===== config.mk =====
export PLATFORM = sky130hd
export DESIGN_NAME = vc_credit_scheduler
export DESIGN_NICKNAME = d
export VERILOG_FILES = /design/src/rtl/vc_credit_scheduler_pkg.sv /design/src/rtl/vc_credit_scheduler_rr_arbiter.sv /design/src/rtl/vc_credit_scheduler.sv
export SDC_FILE = /design/constraint.sdc
export NUM_CORES = 1
export LEC_CHECK = 0
export BUFFER_PORTS_ARGS = -buffer_cell sky130_fd_sc_hd__buf_2
export CAP_MARGIN = 15
export CORE_MARGIN = 1.5
export CORE_UTILIZATION = 35
export DETAILED_ROUTE_END_ITERATION = 8
export PLACE_DENSITY_LB_ADDON = 0.12
export SLEW_MARGIN = 20
export SYNTH_ARGS = -nofsm -noshare
export SYNTH_HDL_FRONTEND = slang
export SYNTH_SLANG_ARGS = --single-unit

===== constraint.sdc =====
create_clock -name clk -period 6 [get_ports clk]
set_clock_uncertainty 0.1 [all_clocks]
set_input_delay 0 -clock clk [delete_from_list [all_inputs] [get_ports clk]]
set_output_delay 0 -clock clk [all_outputs]
set_load 0.005 [all_outputs]

===== src/rtl/vc_credit_scheduler_pkg.sv =====
// ---------------------------------------------------------------------------
// vc_credit_scheduler_pkg
// Shared router constants used by the VC credit scheduler:
//   - lock FSM state encoding
//   - flow-control (credit return) field layout: {valid, vc index}
//   - helpers that derive widths/credit counts from the VC parameters
// No ports (package).
// ---------------------------------------------------------------------------
package vc_credit_scheduler_pkg;

   // Packet-lock FSM states.
   typedef enum logic [0:0] {
      ST_UNLOCKED = 1'b0,
      ST_LOCKED   = 1'b1
   } lock_state_e;

   // Value of the flow_ctrl valid bit that marks a credit return.
   localparam logic FC_CREDIT = 1'b1;

   // Width of the VC index field inside flow_ctrl (num_vcs >= 2).
   function automatic int fc_idx_width(input int n_vcs);
      return $clog2(n_vcs);
   endfunction

   // Bit position of the valid flag: it sits directly above the index field.
   function automatic int fc_valid_pos(input int n_vcs);
      return fc_idx_width(n_vcs);
   endfunction

   // Total flow_ctrl width: {valid, index}.
   function automatic int fc_width(input int n_vcs);
      return 1 + fc_idx_width(n_vcs);
   endfunction

   // Downstream buffer slots owned by each VC.
   function automatic int credits_per_vc(input int buf_size, input int n_vcs);
      return buf_size / n_vcs;
   endfunction

endpackage


===== src/rtl/vc_credit_scheduler_rr_arbiter.sv =====
// ---------------------------------------------------------------------------
// vcs_rr_arbiter
// Round-robin arbiter. Grant is combinational from req; the search starts at
// the requester after the last one granted. The pointer moves only when the
// owner signals that the grant was actually used (update).
// Ports:
//   clk      in   clock, rising edge
//   reset_n  in   asynchronous active-low reset (VC 0 gets top priority)
//   req      in   [N-1:0] requests
//   update   in   grant consumed this cycle, advance pointer
//   gnt      out  [N-1:0] zero or one-hot grant
// ---------------------------------------------------------------------------
module vcs_rr_arbiter #(
   parameter int N = 8
) (
   input  logic         clk,
   input  logic         reset_n,
   input  logic [N-1:0] req,
   input  logic         update,
   output logic [N-1:0] gnt
);

   localparam int IW = $clog2(N);

   // Index of the last granted requester; reset to N-1 so that the search
   // after reset starts at requester 0.
   logic [IW-1:0] last_q;
   logic [IW-1:0] last_d;
   logic          found;
   logic [IW-1:0] pick;
   logic [IW-1:0] j_idx;
   int            j;

   always_comb begin
      gnt   = '0;
      found = 1'b0;
      pick  = last_q;
      j     = 0;
      j_idx = '0;
      for (int i = 0; i < N; i++) begin
         // Walk last+1, last+2, ... with wrap; works for any N, not only 2^k.
         j = int'(last_q) + 1 + i;
         if (j >= N) begin
            j = j - N;
         end
         j_idx = IW'(j);
         if (!found && req[j_idx]) begin
            found = 1'b1;
            pick  = j_idx;
         end
      end
      if (found) begin
         gnt[pick] = 1'b1;
      end
   end

   always_comb begin
      last_d = last_q;
      if (update && found) begin
         last_d = pick;
      end
   end

   always_ff @(posedge clk or negedge reset_n) begin
      if (!reset_n) begin
         last_q <= IW'(N - 1);
      end else begin
         last_q <= last_d;
      end
   end

endmodule


===== src/rtl/vc_credit_scheduler.sv =====
// ---------------------------------------------------------------------------
// vc_credit_scheduler
// Credit-based scheduler for num_vcs virtual channels sharing one output
// channel. Each VC owns buffer_size/num_vcs downstream slots tracked by a
// credit counter; a VC may send only while it holds credit. Arbitration is
// round-robin; with packet_lock=1 a VC keeps the channel from head to tail.
// Ports:
//   clk                in   clock, rising edge
//   reset_n            in   asynchronous active-low reset
//   active             in   scheduler enable (credits accepted when 0)
//   req_ivc            in   [num_vcs-1:0] per-VC flit ready
//   req_tail_ivc       in   [num_vcs-1:0] per-VC ready flit is a tail
//   flow_ctrl          in   credit return {valid, vc index}
//   gnt_valid          out  a flit is sent this cycle
//   gnt_ivc            out  [num_vcs-1:0] one-hot granted VC
//   credits_avail_ivc  out  [num_vcs-1:0] per-VC counter nonzero
//   error              out  sticky credit overflow / underflow / bad index
// ---------------------------------------------------------------------------
module vc_credit_scheduler
   import vc_credit_scheduler_pkg::*;
#(
   parameter int num_vcs     = 8,
   parameter int buffer_size = 64,
   parameter int packet_lock = 0
) (
   input  logic                               clk,
   input  logic                               reset_n,
   input  logic                               active,
   input  logic [num_vcs-1:0]                 req_ivc,
   input  logic [num_vcs-1:0]                 req_tail_ivc,
   input  logic [fc_width(num_vcs)-1:0]       flow_ctrl,
   output logic                               gnt_valid,
   output logic [num_vcs-1:0]                 gnt_ivc,
   output logic [num_vcs-1:0]                 credits_avail_ivc,
   output logic                               error
);

   localparam int              IW       = fc_idx_width(num_vcs);
   localparam int              CPV      = credits_per_vc(buffer_size, num_vcs);
   localparam int              CW       = $clog2(CPV + 1);
   localparam logic [CW-1:0]   CNT_FULL = CW'(CPV);
   localparam logic [IW:0]     FC_LIMIT = (IW + 1)'(num_vcs);

   // ---------------------------------------------------------------- decode
   logic          fc_valid;
   logic [IW-1:0] fc_idx;
   logic          fc_idx_ok;

   assign fc_valid  = (flow_ctrl[fc_valid_pos(num_vcs)] == FC_CREDIT);
   assign fc_idx    = flow_ctrl[IW-1:0];
   assign fc_idx_ok = ({1'b0, fc_idx} < FC_LIMIT);

   // ---------------------------------------------------------------- state
   lock_state_e   state_q;
   lock_state_e   state_d;
   logic [IW-1:0] locked_vc_q;
   logic [IW-1:0] locked_vc_d;
   logic          error_q;
   logic          error_d;

   logic [num_vcs-1:0] ret_vec;
   logic [num_vcs-1:0] elig;
   logic [num_vcs-1:0] ovf_vec;
   logic [num_vcs-1:0] unf_vec;

   // ---------------------------------------------------------------- per VC
   for (genvar gi = 0; gi < num_vcs; gi++) begin : g_vc
      logic [CW-1:0] cnt_q;
      logic [CW-1:0] cnt_d;
      logic          ovf;
      logic          unf;
      logic          lock_ok;

      assign ret_vec[gi]           = fc_valid && fc_idx_ok && (fc_idx == IW'(gi));
      assign credits_avail_ivc[gi] = (cnt_q != '0);
      // While locked only the owning VC may compete.
      assign lock_ok  = (state_q == ST_UNLOCKED) || (locked_vc_q == IW'(gi));
      // reset_n gates the request so no grant appears while reset is held.
      assign elig[gi] = reset_n && active && req_ivc[gi] && credits_avail_ivc[gi] && lock_ok;

      // A grant and a return in the same cycle cancel out.
      always_comb begin
         cnt_d = cnt_q;
         ovf   = 1'b0;
         unf   = 1'b0;
         if (ret_vec[gi] && !gnt_ivc[gi]) begin
            if (cnt_q == CNT_FULL) begin
               ovf = 1'b1;
            end else begin
               cnt_d = cnt_q + CW'(1);
            end
         end else if (gnt_ivc[gi] && !ret_vec[gi]) begin
            if (cnt_q == '0) begin
               unf = 1'b1;
            end else begin
               cnt_d = cnt_q - CW'(1);
            end
         end
      end

      assign ovf_vec[gi] = ovf;
      assign unf_vec[gi] = unf;

      always_ff @(posedge clk or negedge reset_n) begin
         if (!reset_n) begin
            cnt_q <= CNT_FULL;
         end else begin
            cnt_q <= cnt_d;
         end
      end
   end

   // ---------------------------------------------------------------- arbiter
   vcs_rr_arbiter #(
      .N (num_vcs)
   ) u_arb (
      .clk     (clk),
      .reset_n (reset_n),
      .req     (elig),
      .update  (gnt_valid),
      .gnt     (gnt_ivc)
   );

   assign gnt_valid = |gnt_ivc;

   // ---------------------------------------------------------------- lock FSM
   logic [IW-1:0] gnt_idx;
   logic          gnt_tail;

   always_comb begin
      gnt_idx = '0;
      for (int i = 0; i < num_vcs; i++) begin
         if (gnt_ivc[i]) begin
            gnt_idx = IW'(i);
         end
      end
   end

   assign gnt_tail = |(gnt_ivc & req_tail_ivc);

   always_comb begin
      state_d     = state_q;
      locked_vc_d = locked_vc_q;
      case (state_q)
         ST_UNLOCKED: begin
            // A granted non-tail flit is a packet head (or body): hold the channel.
            if ((packet_lock != 0) && gnt_valid && !gnt_tail) begin
               state_d     = ST_LOCKED;
               locked_vc_d = gnt_idx;
            end
         end
         ST_LOCKED: begin
            // Only locked_vc can be granted here, so any granted tail ends the packet.
            if (gnt_valid && gnt_tail) begin
               state_d = ST_UNLOCKED;
            end
         end
         default: begin
            state_d = ST_UNLOCKED;
         end
      endcase
   end

   // ---------------------------------------------------------------- error
   always_comb begin
      error_d = error_q | (|ovf_vec) | (|unf_vec) | (fc_valid && !fc_idx_ok);
   end

   assign error = error_q;

   always_ff @(posedge clk or negedge reset_n) begin
      if (!reset_n) begin
         state_q     <= ST_UNLOCKED;
         locked_vc_q <= '0;
         error_q     <= 1'b0;
      end else begin
         state_q     <= state_d;
         locked_vc_q <= locked_vc_d;
         error_q     <= error_d;
      end
   end

endmodule


==> run metrics, run 1 <==
Max Clk Rate 0.180 GHz; die area 12000 um2; cell taking the most area after synthesis dfrtp_1; Worst path slowest cell dfstp_2; initial antenna violation count 0; Cell Rows 38; sequence of cells on the critical path ha_1 -> xor3_1 -> or3_1 -> o32a_1 -> a221o_1 -> a2111oi_2 -> a31o_2 -> and4b_4 -> nand2_1 -> ha_1 -> nor2_1 -> nand2_1 -> a21boi_0 -> a311oi_1 -> nand4_1 -> a2111oi_0 -> o311ai_0; beginning of the worst hold path flow_ctrl[2]; RSZ-0062 raised after global routing no; r2r endpoint error; Critical Path AT 5.59 ns; post-synthesis cell count 447; post-CTS setup buffer count 0; grt ovf 0; Synth Cell Area 3970 um2; htree depth 2; Clock Path Buffers 2; Finished Layout Cells 625; gr usage total 18.9%; status completed; sequential fraction of the synthesis area 23.7%; Die H 109 um; Pre-antenna DRT Iters 4; Tmin final 5.56 ns; area of the multi-input gates 2890 um2; Clk pin slew, worst setup/hold paths 0.06 ns; routed wire length 10.6 mm; Yosys top cell area share 16.4%; cell family with most CP delay compound AO/OA/AOI/OAI gates; R2R Setup Slk 0.44 ns; DIE WIDTH 109 um; CTS tree done; Placed Cells 616; dpl cell area 4310 um2; max_cap viols 0; Vias/cell 5.53; synth unique cells 73; global-route wire length before repair 17.5 mm; Final Slew Violations 0; area delta synth->final 12.7%; top post-synthesis cells by area dfrtp_1, ha_1, dfstp_2; largest net degree at the start of global routing 40; Starting Density 36.3%; Filler Cells Inserted 1118; vias in the first global route 3424; CP startpoint kind register; crit end category register; Top FF cell, synth dfrtp_1; # setup viols final 0; Fin. Hold Viols 0; Iteration-0 DRC Markers 183; IO buf count 33; FF-to-FF path depth 17; Crit path buffers/inverters 0; RePlAce Congestion 0.892; share of layout cells above drive strength 1 18.4%; Slew headroom 53.3%; Util after Layout 40.9%; FFs w/ async S/R, synth 100%; CTS Buf Count 5; Root Buffer clkbuf_16; R2R Path Start u_arb.last_q[0]; DRC errors left 0; diodes inserted 0; WHS Path Cells 5; Core Area 10900 um2; crit path max fanout 18; YS warnings 0; Final TNS setup 0 ns; number of synthesized flops with an enable pin 0; Post-DRT Antenna Nets 0; # nets final 550; wire per inst 17.0 um; Skew-Pair Late Insertion Delay 0.28 ns; CP Class reg -> reg; post-route cell area 4470 um2; IO Pins 41; Mean Syn Cell Area 8.88 um2; Sink Count 37; WP data required 6.03 ns; Worst-Margin Slew 0.699 ns; Storage cell area 940 um2; DR vias 3456; Crit path largest cell delay 0.73 ns; Detailed Place HPWL 8.29 mm; Hold Crit Endpoint g_vc[4].cnt_q[0]; flop and latch count out of synthesis 37; fin crit share 92.6%; Tightest Hold Check Type in -> reg; Mapped Nets 512
==> cell type report <==
| cell class | count | share of cell area (%) |
|---|---|---|
| Inverter | 23 | 1.93 |
| Timing Repair Buffer | 42 | 5.32 |
| Sequential cell | 37 | 21.0 |
| Multi-Input combinational cell | 376 | 64.6 |
| Clock buffer | 7 | 3.19 |
| Tap cell | 140 | 3.92 |
==> cell families (layout without fill, tap and decap cells) <==
| logic type | after synthesis | after routing | share of synthesized area, % |
|---|---|---|---|
| and+or+nand+nor | 152 | 152 | 19.6 |
| AOI/OAI and AO/OA | 122 | 122 | 23.0 |
| adders and majority gates | 42 | 42 | 14.8 |
| xor gates and xnor gates | 37 | 37 | 8.92 |
| DFF | 37 | 37 | 23.7 |
| buffers and inverters | 34 | 72 | 3.56 |
| muxes | 23 | 23 | 6.56 |
==> per-stage QoR <==
stage | setup slack (ns) | hold WS, ns
after global routing | 0.0172 | 0.225
final | 0.443 | 0.161
after floorplan | 1.35 | -0.396
after global placement | 0.302 | 0.0875
after detailed placement | 0.273 | 0.0894
after CTS | 0.286 | 0.157
==> repair_timing <==
action                                 in CTS  in global routing
setup endpoints to repair                   0                  1
hold buffers                                2                  0
gates resized for setup                     0                  2
endpoints found under the hold margin      27                  0
==> Yosys cell counts, types with 4 or more instances <==
master / instances
and3_1: 5
o22ai_1: 6
xnor2_1: 26
a21oi_1: 15
and2_1: 7
mux2_2: 14
nand4_1: 7
nor3_1: 17
nand3_1: 15
nand2_1: 45
nand2b_1: 10
nor2_1: 21
a21o_1: 19
o41ai_2: 4
inv_1: 22
nor2b_1: 7
xor2_1: 9
clkbuf_1: 7
ha_1: 34
fa_1: 8
dfstp_2: 11
mux2i_1: 8
dfrtp_1: 26
o21ai_0: 26
==> flip-flops by register name (all words and copies together) (netlist names) <==
name and cells:
g_vc.cnt_q 32, u_arb.last_q 3, error 1, state_q 1
==> worst max path at each step <==
| stage | cells past startpoint | slack [ns] | from | end |
|---|---|---|---|---|
| after CTS | 19 | 0.29 | u_arb.last_q[0] | error |
| after global routing | 17 | 0.02 | u_arb.last_q[0] | error |
| after detailed placement | 19 | 0.27 | u_arb.last_q[0] | error |
| after floorplan | 21 | 1.35 | u_arb.last_q[0] | error |
| after global placement | 19 | 0.30 | u_arb.last_q[0] | error |
| final | 17 | 0.44 | u_arb.last_q[0] | error |
==> tightest hold or removal path: stages <==
cell and delay, ns:
buf_2 0.13, nand3_1 0.09, ha_1 0.17, nand2_1 0.06
o21ai_0 0.06
==> routing by layer <==
layer | vias to the layer above | wire length, um | global-route usage, %
li1 | 1732 | - | -
met1 | 1629 | 5130 | 25.9
met2 | 81 | 4830 | 30.8
met3 | 14 | 479 | 3.26
met4 | 0 | 172 | 4.92
met5 | - | 0 | 0
==> placed cells by master, fill, tap and decap left out, drive strengths merged, types with 5 or more instances in the layout <==
| cell type | synthesis | routed |
|---|---|---|
| nand2b | 10 | 10 |
| mux2i | 9 | 9 |
| ha | 34 | 34 |
| nand4 | 7 | 7 |
| nor3 | 17 | 17 |
| nor2 | 21 | 21 |
| nand2 | 45 | 45 |
| and3 | 5 | 5 |
| xnor2 | 26 | 26 |
| nor2b | 7 | 7 |
| dfrtp | 26 | 26 |
| mux2 | 14 | 14 |
| and2 | 7 | 7 |
| inv | 23 | 23 |
| clkbuf | 7 | 7 |
| a21o | 19 | 19 |
| fa | 8 | 8 |
| o21ai | 27 | 27 |
| xor2 | 9 | 9 |
| o22ai | 6 | 6 |
| dfstp | 11 | 11 |
| o41ai | 7 | 7 |
| a21oi | 15 | 15 |
| nand3 | 15 | 15 |
| buf | 4 | 40 |
Power of run 1 is not shown: default switching activity piles up to over one toggle a cycle in this logic, so the estimate is an artifact.
==> inputs of run 2 (changes only) <==
--- a/config.mk
+++ b/config.mk
@@ -8,7 +8,7 @@
 export BUFFER_PORTS_ARGS = -buffer_cell sky130_fd_sc_hd__buf_2
 export CAP_MARGIN = 15
 export CORE_MARGIN = 1.5
-export CORE_UTILIZATION = 35
+export CORE_UTILIZATION = 54
 export DETAILED_ROUTE_END_ITERATION = 8
 export PLACE_DENSITY_LB_ADDON = 0.12
 export SLEW_MARGIN = 20
==> run 2 against run 1 <==
Effect of this change:
- cell area down 2.0%
- final cell count down 6.1%
- setup slack worse by 0.11 ns
- fmax down 2.0%
- hold slack worse by 0.014 ns
- core utilization up 20 points
- clock-buffer cell count down 2
- sequential share of layout area up 0.44 points
- non-clock buffer count up 2
- global-route usage up 8.3 points
==> run metrics, run 2 (synthesized netlist as in run 1, its figures left out) <==
Tightest Hold Check Type in -> reg; htree depth 2; beginning of the worst hold path flow_ctrl[2]; CP Class reg -> reg; Detailed Place HPWL 7.94 mm; Util after Layout 61.0%; sequence of cells on the critical path inv_2 -> ha_1 -> nand2b_1 -> a41oi_1 -> o32ai_1 -> a21oi_1 -> nand2b_1 -> nor4_1 -> or3_1 -> and4b_4 -> nand2_1 -> ha_1 -> nand2_1 -> a21boi_0 -> a311oi_1 -> nand4_1 -> a2111oi_0 -> o311ai_0; CP startpoint kind register; status completed; vias in the first global route 3316; Skew-Pair Late Insertion Delay 0.30 ns; cell family with most CP delay simple AND/OR/NAND/NOR gates; DR vias 3576; # nets final 552; WHS Path Cells 5; Clk pin slew, worst setup/hold paths 0.09 ns; CTS Buf Count 5; fin crit share 94.5%; Hold Slack 0.148 ns; Sink Count 37; Slew headroom 46.4%; IO Pins 41; wire per inst 17.2 um; DRC errors left 0; # setup viols final 0; Global Route met2 Usage 46.1%; Worst path slowest cell dfstp_2; crit path max fanout 18; Post-DRT Antenna Nets 0; Root Buffer clkbuf_8; IO buf count 33; DIE WIDTH 88.7 um; met1 Use GR 37.2%; Fin. Hold Viols 0; Vias/cell 6.09; die area 7870 um2; RePlAce Congestion 0.990; Critical Path AT 5.73 ns; Crit path largest cell delay 0.73 ns; Final TNS setup 0 ns; Clock Path Buffers 2; routed wire length 10.1 mm; met3 Usage GRT 3.64%; share of layout cells above drive strength 1 18.9%; max_cap viols 0; Core Area 7180 um2; Crit path buffers/inverters 1; Max Clk Rate 0.176 GHz; Tmin final 5.67 ns; Cell Rows 31; Die H 88.7 um; crit end category register; Starting Density 55.3%; registers with the most flip-flops g_vc.cnt_q (32), u_arb.last_q (3); FF-to-FF path depth 18; post-route cell area 4380 um2; global-route wire length before repair 16.4 mm; Worst Setup SP u_arb.last_q[0]; CTS tree done; diodes inserted 0; WP data required 6.06 ns; Worst path depth 18; Final Slew Violations 0; area delta synth->final 10.4%; max reg flops 32; commonest non-fill, non-tap cells in the layout nand2_1, ha_1, buf_2; Filler Cells Inserted 666; initial antenna violation count 0; dpl cell area 4270 um2; Worst-Margin Slew 0.802 ns; R2R Path Start u_arb.last_q[0]; largest net degree at the start of global routing 38; Iteration-0 DRC Markers 245; gr usage total 27.2%; commonest non-fill, non-tap cell in the layout nand2_1; post-CTS setup buffer count 0; Largest Register g_vc.cnt_q; RSZ-0062 raised after global routing no; Pre-antenna DRT Iters 5; Top Usage Layer GRT met2; grt ovf 0
run 2: cell count changes in the layout (fill, tap and decap cells not counted):
cell        previous run  this run
clkinvlp_4             0         1
clkbuf_1               1         0
clkinv_2               0         1
clkbuf_8               1         5
ha_2                   1         0
clkbuf_16              5         0
buf_4                  7         9
inv_6                  0         1
ha_1                  33        34
run 2: per-stage QoR:
stage | instances | setup WS [ns]
2_1_floorplan | 447 | 1.35
3_3_place_gp | 577 | 0.495
5_1_grt | 587 | 0.0312
3_5_place_dp | 577 | 0.474
6_report | 587 | 0.329
4_1_cts | 587 | 0.409
run 2: cell type report:
class | instances | area [um2] | share of cell area (%)
Inverter | 23 | 86.3 | 1.97
Clock buffer | 5 | 68.8 | 1.57
Multi-Input combinational cell | 376 | 2890 | 65.9
Clock inverter | 3 | 21.3 | 0.486
Timing Repair Buffer | 44 | 253 | 5.77
Tap cell | 99 | 124 | 2.83
Sequential cell | 37 | 940 | 21.5
run 2: worst paths after layout:
| path | end | slack, ns |
|---|---|---|
| worst max-delay path | error | 0.33 |
| worst min-delay path | g_vc[4].cnt_q[0] | 0.15 |
| worst max register to register | error | 0.33 |
| worst min register to register | g_vc[6].cnt_q[3] | 0.42 |
| max in group asynchronous | g_vc[3].cnt_q[3] | 5.15 |
| min in group asynchronous | g_vc[7].cnt_q[2] | 0.26 |
run 2: metal layers:
metal  wire length [um]  up-vias  part of all wire [%]
met4                142        0                   1.4
met5                  0        -                     0
li1                   -     1742                     -
met2               4870      102                    48
met1               4530     1718                    45
met3                546       14                   5.4
run 2: what timing repair did:
item,CTS,global route
hold buffers,2,0
setup endpoints to repair,0,1
gates resized for setup,0,1
hold endpoints to repair,27,0
run 2: tightest hold or removal path: cells and delay by family:
family | cells | cell delay [ns]
AO/OA/AOI/OAI | 1 | 0.06
AND/OR/NAND/NOR | 2 | 0.16
adder cells (fa/ha/maj) | 1 | 0.17
buffers and inverters | 1 | 0.13
Power of run 2 is left out for the same reason.
